File: src/rtl/gf_mul_arbiter_pkg.sv
// Shared declarations for the GF multiplier arbiter slice.
//   MIN_NUM_REQ / MAX_NUM_REQ : legal requester count range.
//   rr_wrap()                 : wraps an index that may have run one past n.
package gf_mul_arbiter_pkg;

  localparam int unsigned MIN_NUM_REQ = 32'd2;
  localparam int unsigned MAX_NUM_REQ = 32'd8;

  // Indices handed in are always below 2*n, so one subtraction is a full modulo.
  function automatic int unsigned rr_wrap(input int unsigned idx, input int unsigned n);
    if (idx >= n) begin
      return idx - n;
    end else begin
      return idx;
    end
  endfunction

endpackage

File: src/rtl/generic_mul.sv
// Combinational GF(2^BIT_WIDTH) multiplier in polynomial basis.
//   a_i, b_i : operands
//   c_o      : product a_i * b_i
// Field polynomials: x+1 (W=1), x^2+x+1 (W=2), x^4+x+1 (W=4).
module generic_mul #(
  parameter int unsigned BIT_WIDTH = 4
) (
  input  logic [BIT_WIDTH-1:0] a_i,
  input  logic [BIT_WIDTH-1:0] b_i,
  output logic [BIT_WIDTH-1:0] c_o
);

  // All three supported polynomials share the low-order pattern ...0011, so
  // one constant sliced to the field width gives the reduction term.
  localparam logic [3:0]           POLY_ALL = 4'b0011;
  localparam logic [BIT_WIDTH-1:0] POLY     = POLY_ALL[BIT_WIDTH-1:0];

  if ((BIT_WIDTH != 32'd1) && (BIT_WIDTH != 32'd2) && (BIT_WIDTH != 32'd4)) begin : g_width_check
    $error("generic_mul: unsupported BIT_WIDTH %0d", BIT_WIDTH);
  end

  logic [BIT_WIDTH-1:0] acc_s;

  // Horner-style shift-and-add, MSB of b first, reducing after every shift.
  always_comb begin
    acc_s = {BIT_WIDTH{1'b0}};
    for (int i = BIT_WIDTH - 1; i >= 0; i--) begin
      if (acc_s[BIT_WIDTH-1]) begin
        acc_s = (acc_s << 1) ^ POLY;
      end else begin
        acc_s = acc_s << 1;
      end
      if (b_i[i]) begin
        acc_s = acc_s ^ a_i;
      end else begin
        acc_s = acc_s;
      end
    end
    c_o = acc_s;
  end

endmodule

File: src/rtl/gf_mul_arbiter_rr_arbiter.sv
// Round-robin arbiter with its own rotating priority pointer.
//   in_clock, in_reset_n : clock, synchronous active-low reset
//   req_i                : request vector
//   en_i                 : grants may only fire while high
//   grant_o              : one-hot grant (zero when nothing granted)
//   grant_idx_o          : index of the granted requester
//   grant_valid_o        : a grant fires this cycle
module rr_arbiter
  import gf_mul_arbiter_pkg::*;
#(
  parameter  int unsigned N  = 4,
  localparam int unsigned IW = $clog2(N)
) (
  input  logic          in_clock,
  input  logic          in_reset_n,
  input  logic [N-1:0]  req_i,
  input  logic          en_i,
  output logic [N-1:0]  grant_o,
  output logic [IW-1:0] grant_idx_o,
  output logic          grant_valid_o
);

  logic [IW-1:0] ptr_q;
  logic [IW-1:0] ptr_d;
  logic [IW-1:0] idx_s;
  logic          found_s;

  // Search upward from the pointer, wrapping, and take the first request.
  always_comb begin
    grant_o     = {N{1'b0}};
    grant_idx_o = {IW{1'b0}};
    found_s     = 1'b0;
    idx_s       = {IW{1'b0}};
    if (en_i) begin
      for (int unsigned off = 32'd0; off < N; off++) begin
        idx_s = IW'(rr_wrap(32'(ptr_q) + off, N));
        if (!found_s && req_i[idx_s]) begin
          found_s        = 1'b1;
          grant_idx_o    = idx_s;
          grant_o[idx_s] = 1'b1;
        end else begin
          found_s = found_s;
        end
      end
    end else begin
      found_s = 1'b0;
    end
    grant_valid_o = found_s;
  end

  // Pointer moves just past the winner, and only when a grant fires.
  always_comb begin
    if (grant_valid_o) begin
      ptr_d = IW'(rr_wrap(32'(grant_idx_o) + 32'd1, N));
    end else begin
      ptr_d = ptr_q;
    end
  end

  // Pointer register.
  always_ff @(posedge in_clock) begin
    if (!in_reset_n) begin
      ptr_q <= {IW{1'b0}};
    end else begin
      ptr_q <= ptr_d;
    end
  end

endmodule

File: src/rtl/gf_mul_arbiter.sv
// Shares one GF(2^BIT_WIDTH) multiplier among NUM_REQ requesters.
//   in_clock, in_reset_n          : clock, synchronous active-low reset
//   in_req_valid / out_req_ready  : per-requester handshake (ready one-hot or 0)
//   in_req_a, in_req_b            : packed operands, requester i at [i*BIT_WIDTH +: BIT_WIDTH]
//   out_rsp_valid / in_rsp_ready  : common response handshake
//   out_rsp_c, out_rsp_id         : registered product and issuing requester id
module gf_mul_arbiter
  import gf_mul_arbiter_pkg::*;
#(
  parameter int unsigned NUM_REQ   = 4,
  parameter int unsigned BIT_WIDTH = 4,
  parameter int unsigned ID_WIDTH  = $clog2(NUM_REQ)
) (
  input  logic                         in_clock,
  input  logic                         in_reset_n,
  input  logic [NUM_REQ-1:0]           in_req_valid,
  output logic [NUM_REQ-1:0]           out_req_ready,
  input  logic [NUM_REQ*BIT_WIDTH-1:0] in_req_a,
  input  logic [NUM_REQ*BIT_WIDTH-1:0] in_req_b,
  output logic                         out_rsp_valid,
  input  logic                         in_rsp_ready,
  output logic [BIT_WIDTH-1:0]         out_rsp_c,
  output logic [ID_WIDTH-1:0]          out_rsp_id
);

  typedef logic [ID_WIDTH-1:0] req_id_t;

  if ((NUM_REQ < MIN_NUM_REQ) || (NUM_REQ > MAX_NUM_REQ)) begin : g_num_req_check
    $error("gf_mul_arbiter: NUM_REQ %0d outside 2..8", NUM_REQ);
  end

  logic                 rsp_valid_q, rsp_valid_d;
  logic [BIT_WIDTH-1:0] rsp_c_q, rsp_c_d;
  req_id_t              rsp_id_q, rsp_id_d;

  logic                 free_s;
  logic                 arb_en_s;
  logic [NUM_REQ-1:0]   grant_s;
  req_id_t              grant_idx_s;
  logic                 grant_valid_s;
  logic [BIT_WIDTH-1:0] mul_a_s, mul_b_s, mul_c_s;

  // The slot is free when empty or being drained this cycle. Reset also
  // blocks grants so no requester sees an acceptance that gets discarded.
  assign free_s   = !rsp_valid_q || in_rsp_ready;
  assign arb_en_s = free_s && in_reset_n;

  rr_arbiter #(.N(NUM_REQ)) u_arb (
    .in_clock      (in_clock),
    .in_reset_n    (in_reset_n),
    .req_i         (in_req_valid),
    .en_i          (arb_en_s),
    .grant_o       (grant_s),
    .grant_idx_o   (grant_idx_s),
    .grant_valid_o (grant_valid_s)
  );

  assign out_req_ready = grant_s;

  // AND-OR operand mux driven by the one-hot grant.
  always_comb begin
    mul_a_s = {BIT_WIDTH{1'b0}};
    mul_b_s = {BIT_WIDTH{1'b0}};
    for (int i = 0; i < NUM_REQ; i++) begin
      mul_a_s = mul_a_s | (grant_s[i] ? in_req_a[i*BIT_WIDTH +: BIT_WIDTH] : {BIT_WIDTH{1'b0}});
      mul_b_s = mul_b_s | (grant_s[i] ? in_req_b[i*BIT_WIDTH +: BIT_WIDTH] : {BIT_WIDTH{1'b0}});
    end
  end

  generic_mul #(.BIT_WIDTH(BIT_WIDTH)) u_mul (
    .a_i (mul_a_s),
    .b_i (mul_b_s),
    .c_o (mul_c_s)
  );

  // Result slot next state: load on grant, empty on drain, otherwise hold.
  always_comb begin
    if (grant_valid_s) begin
      rsp_valid_d = 1'b1;
      rsp_c_d     = mul_c_s;
      rsp_id_d    = grant_idx_s;
    end else if (in_rsp_ready) begin
      rsp_valid_d = 1'b0;
      rsp_c_d     = rsp_c_q;
      rsp_id_d    = rsp_id_q;
    end else begin
      rsp_valid_d = rsp_valid_q;
      rsp_c_d     = rsp_c_q;
      rsp_id_d    = rsp_id_q;
    end
  end

  // Result slot registers.
  always_ff @(posedge in_clock) begin
    if (!in_reset_n) begin
      rsp_valid_q <= 1'b0;
      rsp_c_q     <= {BIT_WIDTH{1'b0}};
      rsp_id_q    <= {ID_WIDTH{1'b0}};
    end else begin
      rsp_valid_q <= rsp_valid_d;
      rsp_c_q     <= rsp_c_d;
      rsp_id_q    <= rsp_id_d;
    end
  end

  assign out_rsp_valid = rsp_valid_q;
  assign out_rsp_c     = rsp_c_q;
  assign out_rsp_id    = rsp_id_q;

endmodule
File: config.mk
export PLATFORM = sky130hd
export DESIGN_NAME = gf_mul_arbiter
export DESIGN_NICKNAME = d
export VERILOG_FILES = /design/src/rtl/gf_mul_arbiter_pkg.sv /design/src/rtl/generic_mul.sv /design/src/rtl/gf_mul_arbiter_rr_arbiter.sv /design/src/rtl/gf_mul_arbiter.sv
export SDC_FILE = /design/constraint.sdc
export NUM_CORES = 1
export LEC_CHECK = 0
export ABC_AREA = 1
export ABC_CLOCK_PERIOD_IN_PS = 2900
export CAP_MARGIN = 20
export CORE_MARGIN = 5
export CORE_UTILIZATION = 47
export CTS_BUF_LIST = sky130_fd_sc_hd__clkbuf_4
export DETAILED_ROUTE_END_ITERATION = 6
export PLACE_DENSITY_LB_ADDON = 0.15
export REMOVE_ABC_BUFFERS = 1
export SLEW_MARGIN = 20
export SYNTH_ARGS = -nofsm -noshare
export SYNTH_HDL_FRONTEND = slang
export SYNTH_SLANG_ARGS = --single-unit
export TNS_END_PERCENT = 10
File: constraint.sdc
create_clock -name in_clock -period 2.9 [get_ports in_clock]
set_input_delay 0.29 -clock in_clock [delete_from_list [all_inputs] [get_ports in_clock]]
set_output_delay 0.29 -clock in_clock [all_outputs]
set_load 0.05 [all_outputs]
==> results.ini <==
[run_status]
status = complete, no violations

[synthesis]
synth_area_leaders = nand2_1 (20%), nand3_1 (13%), dfxtp_1 (12%), ha_1 (6.9%), inv_1 (6.7%)
synthCells = 248
synth_largest_area_cell = nand2_1
yosys_warnings = 0
synth_compound_area_share_pct = 9.34
synth-xor-area-share_pct = 4.24
seq_area_frac_synth_pct = 12.5
synth-simple-area-share_pct = 57.3
muxShareOfSynthArea_pct = 0
synth_top_family_by_area = simple AND/OR/NAND/NOR gates
synth_seq_cells = 9
synth_cell_type_count = 26
syn_area_sq_um = 1450
syn_avg_cell_area_sq_um = 5.83
yosysTopAreaCellShare_pct = 20.2
synthAdderAreaFrac_pct = 6.92

[route]
drt_iter0_drc = 100
wire_per_inst_microns = 11.0
wirelength_microns = 3700
antenna_left = 0
drt_first_pass_iters = 4
vias = 1694
viasPerCell = 5.04
drc = 0

[clock_network]
cts_setup_buffers = 0
htree_num_levels = 1
ctsLongestPathBuffers = 2
clk_root_buffer_cell = clkbuf_4
cts_tree = built
clock_sinks = 9
clk_latency_ps = 260
clkTransAtPathRegs_ps = 60
cts_buffers = 3

[timing]
hold_viol_final = 0
fmax_mhz = 385
setup_slack_ps = 300
worst_slew_pin_slew_ps = 490
setup_tns_ps = 0
rsz0062_at_grt = no
slew_headroom_pct = 67.2
fin_crit_ps = 2600
timing.final.crit_share_pct = 89.7
clock_skew_ps = 3.38
slew_violations = 0
setup_viol = 0

[hold_path]
hold_class = flip-flop to flip-flop

[global_route]
grt_usage_pct = 18.6
grt_overflow = 0
antenna_found_initial = 0
grt_max_degree = 29
grt_pass1_vias = 1580
grt_pass1_wl_microns = 6530

[die]
num_rows = 20
die_area_sq_um = 4290
ios = 50
die_height_microns = 65.5
initial_core_util_pct = 48.2
fp.coreArea_sq_um = 3000
die_x_microns = 65.5

[power]
ir_drop_v = 0.000459
p_leak_uw = 0.00101
power_density_nw_per_um2 = 1120

[worst_setup_path]
setup.worst_path.end_class = flip-flop
startpoint = u_arb.ptr_q[0]
crit_path_end = out_rsp_c[2]
cp.required_ps = 3050
start_kind = flip-flop
r2r-start = u_arb.ptr_q[0]
cp.arrival_ps = 2750
path_max_fanout = 10
rrSetupSlack_ps = 300
critPathKind = flip-flop to flip-flop
reg2reg_depth = 17
worstReg2RegEnd = out_rsp_c[2]

[job]
drv_cap = 0

[final_layout]
fill_cells = 269
final_common_cell = nand2_1
mostFrequentLayoutCells = nand2_1 (76), clkdlybuf4s50_1 (45), nand3_1 (38)
drive_above_1_share_pct = 19.5
area_growth_pct = 45.8
nets = 351
antenna_cells = 0

[placement]
io_buffers = 49
place_congestion = 0.937
preCtsSetupSlack_ps = 205
dp_hpwl_microns = 3200

power breakdown:
group	switching, uW	internal [uW]
clock	43.1	62.3
combinational	1310	751
sequential	22.0	176
synth_stat cells:
cell type  instances
a21boi_0           4
a21oi_1            5
a21oi_2            5
buf_2              2
dfxtp_1            9
ha_1               8
inv_1             26
inv_2              9
nand2_1           78
nand2_2           13
nand2_4            1
nand3_1           38
nand3_2            5
nand3_4            1
nand4_1            5
nand4_4            1
nor2_1            16
nor2_2             5
nor2_4             1
nor2_8             1
nor3_1             2
o2111ai_1          1
o211ai_1           1
o21ai_0            4
xnor2_1            2
xor2_1             5
worst min-delay path by stage:
stage	start	to	cells after the start
5_1_grt	out_rsp_c[0]	out_rsp_c[0]	2
4_1_cts	out_rsp_c[0]	out_rsp_c[0]	2
3_5_place_dp	out_rsp_c[0]	out_rsp_c[0]	2
6_report	out_rsp_c[0]	out_rsp_c[0]	2
3_3_place_gp	out_rsp_c[0]	out_rsp_c[0]	2
2_1_floorplan	in_reset_n	out_rsp_valid	2
per-layer routing:
| metal | track usage [%] | vias to the layer above | part of all wire, % |
|---|---|---|---|
| met4 | 6.22 | 0 | 1.8 |
| met3 | 2.91 | 9 | 8.5 |
| met2 | 29.0 | 65 | 41 |
| met5 | 0 | - | 0 |
| met1 | 26.1 | 708 | 48 |
| li1 | - | 912 | - |
registers in the layout, summed over array words and instances, names as in the netlist:
| register | cells |
|---|---|
| u_arb.ptr_q | 2 |
| out_rsp_valid | 1 |
| out_rsp_c | 4 |
| out_rsp_id | 2 |
worst max-delay path, stage by stage (launching register included):
cell and delay [ps]:
dfxtp_1 320, inv_2 190, ha_4 250, inv_1 130, nand3_1 90, nand2_1 110, nor2_4 70, a21oi_2 120
nand3_2 160, nand2_1 110, inv_2 70, nand2_1 100, nand4_4 110, nand2_2 80, xor2_1 160, xor2_1 190
xor2_1 160, nand2_1 60
kinds of logic (layout without fill, tap and decap cells):
kind of cell    Yosys count  in the layout
simple gates            167            167
buf+inv                  37             92
compound gates           20             20
flops                     9              9
fa+ha+maj                 8              8
xor+xnor                  7              7
layout make-up:
cell class	count	area, sq um	share of cell area (%)
multi-input cells	202	1150	54.7
repair buffers	53	573	27.2
flip-flops and latches	9	180	8.55
inverters	35	131	6.23
well taps	33	41.3	1.96
clock buffers	4	30.0	1.42
per-stage QoR:
| step | utilization, % | total power, uW | hold WS [ps] | instances | cell area, sq um |
|---|---|---|---|---|---|
| 6_report | 70.2 | 2370 | 465 | 336 | 2110 |
| 5_1_grt | 70.2 | 2630 | 492 | 336 | 2110 |
| 4_1_cts | 69.3 | 2330 | 468 | 336 | 2080 |
| 3_5_place_dp | 68.3 | 2220 | 459 | 332 | 2050 |
| 3_3_place_gp | 68.3 | 2190 | 454 | 332 | 2050 |
| 2_1_floorplan | - | 1700 | 415 | 246 | 1440 |
repair_timing:
action,in CTS,in global routing
gates resized for setup,0,6
endpoints found under the setup margin,0,4
hold buffers,0,0
No activity file was read; power rests on OpenSTA's default activity.
